$ cat src/rtl/sc_result_pair_acc.sv
// Pairs channel-1/channel-2 popcount results, accumulates their signed difference over FRAMES
// pairs and queues each frame decision in a 2-entry valid/ready output buffer.
module sc_result_pair_acc #(
    parameter int unsigned FRAMES = 4,
    parameter int unsigned ACC_W  = 12
) (
    input  logic             clk,
    input  logic             rst,
    input  logic             en_in1,
    input  logic [8:0]       result1,
    input  logic             en_in2,
    input  logic [8:0]       result2,
    output logic             out_valid,
    input  logic             out_ready,
    output logic [ACC_W-1:0] out_sum,
    output logic             out_class,
    output logic             err_pair,
    output logic             err_ovf
);

    localparam logic [1:0] StIdle  = 2'd0;
    localparam logic [1:0] StHold1 = 2'd1;
    localparam logic [1:0] StHold2 = 2'd2;

    localparam logic [3:0] LastFrame = 4'(FRAMES - 1);

    logic [1:0]              state_q, state_d;
    logic [8:0]              hold_q, hold_d;
    logic                    pair_vld;
    logic [8:0]              pair_r1, pair_r2;
    logic                    err_pair_set;
    logic signed [9:0]       diff;
    logic signed [ACC_W-1:0] acc_q, acc_sum;
    logic [3:0]              frame_cnt_q;
    logic                    push, pop, full, push_ok;
    logic [ACC_W-1:0]        mem_q [2];
    logic                    rd_ptr_q, wr_ptr_q;
    logic [1:0]              count_q;

    always_comb begin
        state_d      = state_q;
        hold_d       = hold_q;
        pair_vld     = 1'b0;
        pair_r1      = result1;
        pair_r2      = result2;
        err_pair_set = 1'b0;
        case (state_q)
            StHold1: begin
                pair_r1 = hold_q;
                if (en_in2) begin
                    pair_vld = 1'b1;
                    // A fresh result1 arriving with the partner starts the next pair.
                    if (en_in1) hold_d = result1;
                    else        state_d = StIdle;
                end else if (en_in1) begin
                    err_pair_set = 1'b1;
                end
            end
            StHold2: begin
                pair_r2 = hold_q;
                if (en_in1) begin
                    pair_vld = 1'b1;
                    if (en_in2) hold_d = result2;
                    else        state_d = StIdle;
                end else if (en_in2) begin
                    err_pair_set = 1'b1;
                end
            end
            default: begin
                if (en_in1 && en_in2) begin
                    pair_vld = 1'b1;
                end else if (en_in1) begin
                    hold_d  = result1;
                    state_d = StHold1;
                end else if (en_in2) begin
                    hold_d  = result2;
                    state_d = StHold2;
                end
            end
        endcase
    end

    always_comb begin
        diff    = $signed({1'b0, pair_r1}) - $signed({1'b0, pair_r2});
        acc_sum = acc_q + ACC_W'(diff);
        push    = pair_vld && (frame_cnt_q == LastFrame);
        pop     = out_valid && out_ready;
        full    = (count_q == 2'd2);
        // A pop on the same edge frees the slot, so a full buffer still accepts the push.
        push_ok = push && (!full || pop);
    end

    always_ff @(posedge clk) begin
        if (rst) begin
            state_q     <= StIdle;
            hold_q      <= '0;
            acc_q       <= '0;
            frame_cnt_q <= '0;
            err_pair    <= 1'b0;
            err_ovf     <= 1'b0;
        end else begin
            state_q <= state_d;
            hold_q  <= hold_d;
            if (err_pair_set) err_pair <= 1'b1;
            if (push && !push_ok) err_ovf <= 1'b1;
            if (pair_vld) begin
                if (push) begin
                    acc_q       <= '0;
                    frame_cnt_q <= '0;
                end else begin
                    acc_q       <= acc_sum;
                    frame_cnt_q <= frame_cnt_q + 4'd1;
                end
            end
        end
    end

    always_ff @(posedge clk) begin
        if (rst) begin
            mem_q[0] <= '0;
            mem_q[1] <= '0;
            rd_ptr_q <= 1'b0;
            wr_ptr_q <= 1'b0;
            count_q  <= '0;
        end else begin
            if (push_ok) begin
                mem_q[wr_ptr_q] <= acc_sum;
                wr_ptr_q        <= ~wr_ptr_q;
            end
            if (pop) rd_ptr_q <= ~rd_ptr_q;
            count_q <= count_q + {1'b0, push_ok} - {1'b0, pop};
        end
    end

    always_comb begin
        out_valid = (count_q != 2'd0);
        out_sum   = mem_q[rd_ptr_q];
        out_class = mem_q[rd_ptr_q][ACC_W-1];
    end

endmodule

$ cat config.mk
export PLATFORM = sky130hd
export DESIGN_NAME = sc_result_pair_acc
export DESIGN_NICKNAME = d
export VERILOG_FILES = /design/src/rtl/sc_result_pair_acc.sv
export SDC_FILE = /design/constraint.sdc
export NUM_CORES = 1
export LEC_CHECK = 0
export CORE_MARGIN = 5
export CORE_UTILIZATION = 61
export DETAILED_ROUTE_END_ITERATION = 7
export GPL_ROUTABILITY_DRIVEN = 1
export GPL_TIMING_DRIVEN = 0
export HOLD_SLACK_MARGIN = 0.03
export PLACE_DENSITY = 0.88
export SLEW_MARGIN = 30
export SYNTH_ARGS = -nofsm -noshare
export SYNTH_HDL_FRONTEND = slang
export SYNTH_SLANG_ARGS = --single-unit
$ cat constraint.sdc
create_clock -name clk -period 8.5 [get_ports clk]
set_input_delay 1.7 -clock clk [delete_from_list [all_inputs] [get_ports clk]]
set_output_delay 1.7 -clock clk [all_outputs]
set_load 0.01 [all_outputs]
==> results list <==
- Number of distinct library cell variants in the gate-level netlist after synthesis: between 40 and 50
- In this run the critical register-to-register path is captured at mem_q[0][11].
* Cell type of the slowest stage on the worst timing path: fa_1
- TritonCTS Buffers: 9
- Headroom to the max-slew limit: 51.8%
* Final worst-path cycle share: 69.1%
- Met3 Usage GRT: 4.51%
- Antenna cells: 0
- The synthesized netlist occupies a cell area of 0.00352 mm2.
- The routed layout has 2827 vias.
* Most common flop cell mapped by yosys: dfxtp_1
- For the final routed database, the setup TNS stands at 0 ns.
- Counting along the longest clock path gives a buffer depth of 2.
- Once routing completed, OpenROAD measured the worst setup slack at 2.62 ns.
- The cell sitting at the root of the clock tree is a clkbuf_8.
* Crit path cell chain: clkdlybuf4s50_1 -> mux2_2 -> fa_1 -> a21o_1 -> a21oi_1 -> nor2b_1 -> o21a_1 -> or4_1 -> o311ai_0 -> xnor2_1 -> ha_1 -> a21oi_1 -> o21ai_0 -> a21o_1 -> a221oi_2 -> xor2_1 -> xnor2_1 -> nor2_1
- Arrival time worst endpoint: 5.96 ns
- In this run the standard cell core region covers 0.00557 mm2.
* Clk pwr share: approximately 29%
- Setup-failing EPs final: 0
- For this design the static power due to leakage is 1.71 nW.
* Fraction of layout instances using a drive strength above 1: 11.9%
- Mean Syn Cell Area: 9.34 um2
* Reported net switching power: between 300 and 400 uW
* Part of the power in combinational logic: 37.3%
* Post-Syn Nets: 429
- Placed Cells: 484
- Number of global-route vias before repair: 2908
- Warnings, synthesis: 0
- Entering global routing, the biggest net connects 13 pins.
- Fraction of power consumed by sequential logic: 33.9%
* Total DRC errors in the routed layout: 0
- Aggregate global routing overflow: 0
- Detailed router's first-iteration violation count: between 100 and 150
- STA puts the critical path data required time at 8.58 ns.
- Delay of the slowest critical-path stage: ~0.46 ns
- Number of maximum-capacitance violations: 0
- FMAX: 170 MHz
- Global routing consumed, over all layers together, 21.0% of the routing resources.
- Synthesis-stage register bit count: 58
* Launch point of the worst reg-to-reg path: state_q[0]
- Worst Setup Slack post-DPL: between 2 and 2.5 ns
- Hold Buf Count CTS: 0
- The worst hold path begins at err_ovf.
- The run finished with clean final reports.
* Element type at the critical path start: input port
- Post-Syn Instances: 377
- Int Power: 646 uW
- After synthesis, the share of flip-flops with an asynchronous set or reset is 0%.
- Count of H-tree levels built during CTS: 3
* RSZ-0062 raised after global routing: no
- Number of nets in the layout: 475
* Multi-input combinational cell area: 0.00199 mm2
- Fill cells in the final layout number 404.
- Number of slew-limit violations in the final report: 0
- The number of antenna violations at the first check in global routing is 0.
- Crit-path leading delay family: compound AO/OA/AOI/OAI gates
- Transition time at the pin with the least slew margin: 0.718 ns
- Most frequent cells in the layout: nor2_1, clkdlybuf4s50_1, dfxtp_1
* Sw Share: 33.8%
- Post-CTS timing repair inserted 0 buffers for setup.
* Fin cells: 500
- TritonCTS built the clock tree.
- The setup path with the least slack is of type input port to flop.
* Most frequent standard cell in the layout excluding fill and tap cells: nor2_1
* Clock transition at the register clock pins on the worst setup and hold paths after CTS: 0.07 ns
- Placement row count: 27
* Grt met1 use: 23.2%
* DIE AREA: 0.00739 mm2
- Pre-Repair DR Iteration Count: 4
- Along the worst hold path, the cell count comes to 2.
* Worst hold endpoint: err_ovf
- On the final layout, the worst hold slack is 0.474 ns.
- Input and output buffers added on the ports amount to 35.
- Summed over all nets, the half-perimeter wirelength after detailed placement is between 5 and 6 mm.
- Count of boundary I/O pins: 39
- Area of all sequential standard cells: 0.00140 mm2
- R2r setup slk: 3.20 ns
- Die height: 86.0 um
* Hold crit path type: flop to flop
- Total wirelength of the detailed-routed design: 7.28 mm
- Once the clock tree was built, the resizer swapped 0 gates to a different size.
* Number of synthesized flops with an enable pin: 24
- Wire length per cell: 14.6 um
* Final hold vios: 0
- Horizontal die dimension: 86.0 um
* Number of nets with antenna violations after routing: 0
- Depth of the most critical reg-to-reg path: 22
* Overall power after layout: 976 uW
- Dividing total power by cell area gives a power density of 233 mW/mm2.
* Fraction of met2 tracks used by global routing: 37.1%
* Number of sinks driven by the clock tree: 58
- The first global-routing pass estimated between 10 and 15 mm of wire.
- Compared with the post-synthesis result, the final layout area differs by 18.8%.
* Most heavily used metal layer in global routing: met2
* Time the final worst path needs with I/O delays and setup: roughly 5.9 ns
- GP Congestion: 0.850
- Setup crit end kind: flop
- Max rail drop VDD: 0.119 mV
- Buffers plus inverters on the worst setup path: 1
* Fraction of the yosys area taken by sequential cells: 39.8%
- Largest fanout on the critical path: 3
- Clock Latency Late Sink: 0.34 ns
- Clock skew on the completed layout was measured at 0.00828 ns.
- Detailed-route vias per instance: between 5 and 6
- Starting utilization of the core area: a little over three fifths
-- per-stage QoR --
step | instance area, um2 | utilization (%)
floorplan | 3520 | -
global placement | 3960 | 71.0
detailed placement | 3960 | 71.1
CTS | 4180 | 75.0
global route | 4180 | 75.0
finish | 4180 | 75.0
-- final cells by class --
type | count | area share [%]
Multi-Input combinational cell | 288 | 47.5
Sequential cell | 58 | 33.5
Timing Repair Buffer | 35 | 8.38
Clock buffer | 11 | 3.38
Tap cell | 72 | 2.15
Buffer | 16 | 1.91
Clock inverter | 5 | 1.85
Inverter | 15 | 1.35
-- cells by family after synthesis --
group / after synthesis / share of synthesized area (%)
buf+inv: 31 / 3.87
compound gates: 82 / 14.9
simple gates: 123 / 15.4
xor+xnor: 23 / 5.72
mux: 31 / 9.56
fa+ha+maj: 29 / 10.7
flops: 58 / 39.8
-- power groups by stage --
stage	sequential [mW]	clock [mW]	combinational, mW
after floorplan	0.332	0	0.270
after global placement	0.334	0	0.342
after detailed placement	0.335	0	0.356
after CTS	0.330	0.283	0.363
after global routing	0.333	0.299	0.404
final	0.330	0.282	0.364
-- layer usage --
layer,vias up,part of all wire [%]
li1,1421,-
met1,1311,42
met2,72,51
met3,23,4.7
met4,0,2.7
met5,-,0
-- worst register-to-register path, cell delays in order, from the launching register on --
cell	delay (ns)
dfxtp_1	0.34
inv_1	0.06
ha_1	0.19
buf_1	0.55
mux2_2	0.29
ha_1	0.13
inv_1	0.06
fa_1	0.40
a21o_1	0.17
a21oi_1	0.22
nor2b_1	0.07
o21a_1	0.18
or4_1	0.40
o311ai_0	0.13
xnor2_1	0.22
ha_1	0.28
a21oi_1	0.19
o21ai_0	0.13
a21o_1	0.22
a221oi_2	0.29
xor2_1	0.27
xnor2_1	0.18
nor2_1	0.07
-- worst max path at each step --
stage	startpoint	cells past startpoint	endpoint	slack, ns
6_report	result1[1]	18	mem_q[0][11]	2.62
3_3_place_gp	result2[0]	20	mem_q[0][11]	2.40
4_1_cts	result2[0]	20	mem_q[0][11]	2.65
5_1_grt	result2[0]	20	mem_q[0][11]	2.39
3_5_place_dp	result2[0]	20	mem_q[0][11]	2.31
2_1_floorplan	result1[1]	17	mem_q[0][11]	3.15
-- synthesized netlist by cell type, types with 2 or more instances --
cell type,number,share of area (%)
nor3b_1,3,0.64
buf_1,2,0.21
o21ai_0,12,1.7
buf_4,2,0.43
o21a_1,4,0.85
nor3_1,2,0.28
xnor2_1,10,2.5
nand3_1,3,0.43
o21bai_1,3,0.64
mux2i_1,10,2.8
inv_1,14,1.5
nand3b_1,2,0.43
nor2_1,76,8.1
a21oi_1,33,4.7
clkbuf_1,7,0.75
ha_1,27,9.6
nand2_1,18,1.9
a22oi_1,10,2.1
mux2_2,21,6.7
and2_1,2,0.36
a21o_1,8,1.7
xor2_1,13,3.2
nand2b_1,2,0.36
fa_1,2,1.1
nor2b_1,5,0.89
buf_2,4,0.57
dfxtp_1,34,19
or2_2,2,0.36
edfxtp_1,24,20
or3_1,3,0.53
nand4_1,2,0.36
-- sequential cells by signal (all words and copies together), names as in the netlist, named ones only --
name and count:
mem_q 24, err_pair 1, acc_q 12, state_q 2, err_ovf 1, frame_cnt_q 4
hold_q 9, count_q 2, rd_ptr_q 1, wr_ptr_q 1
Note: power is estimated with default switching activity, not from simulation.
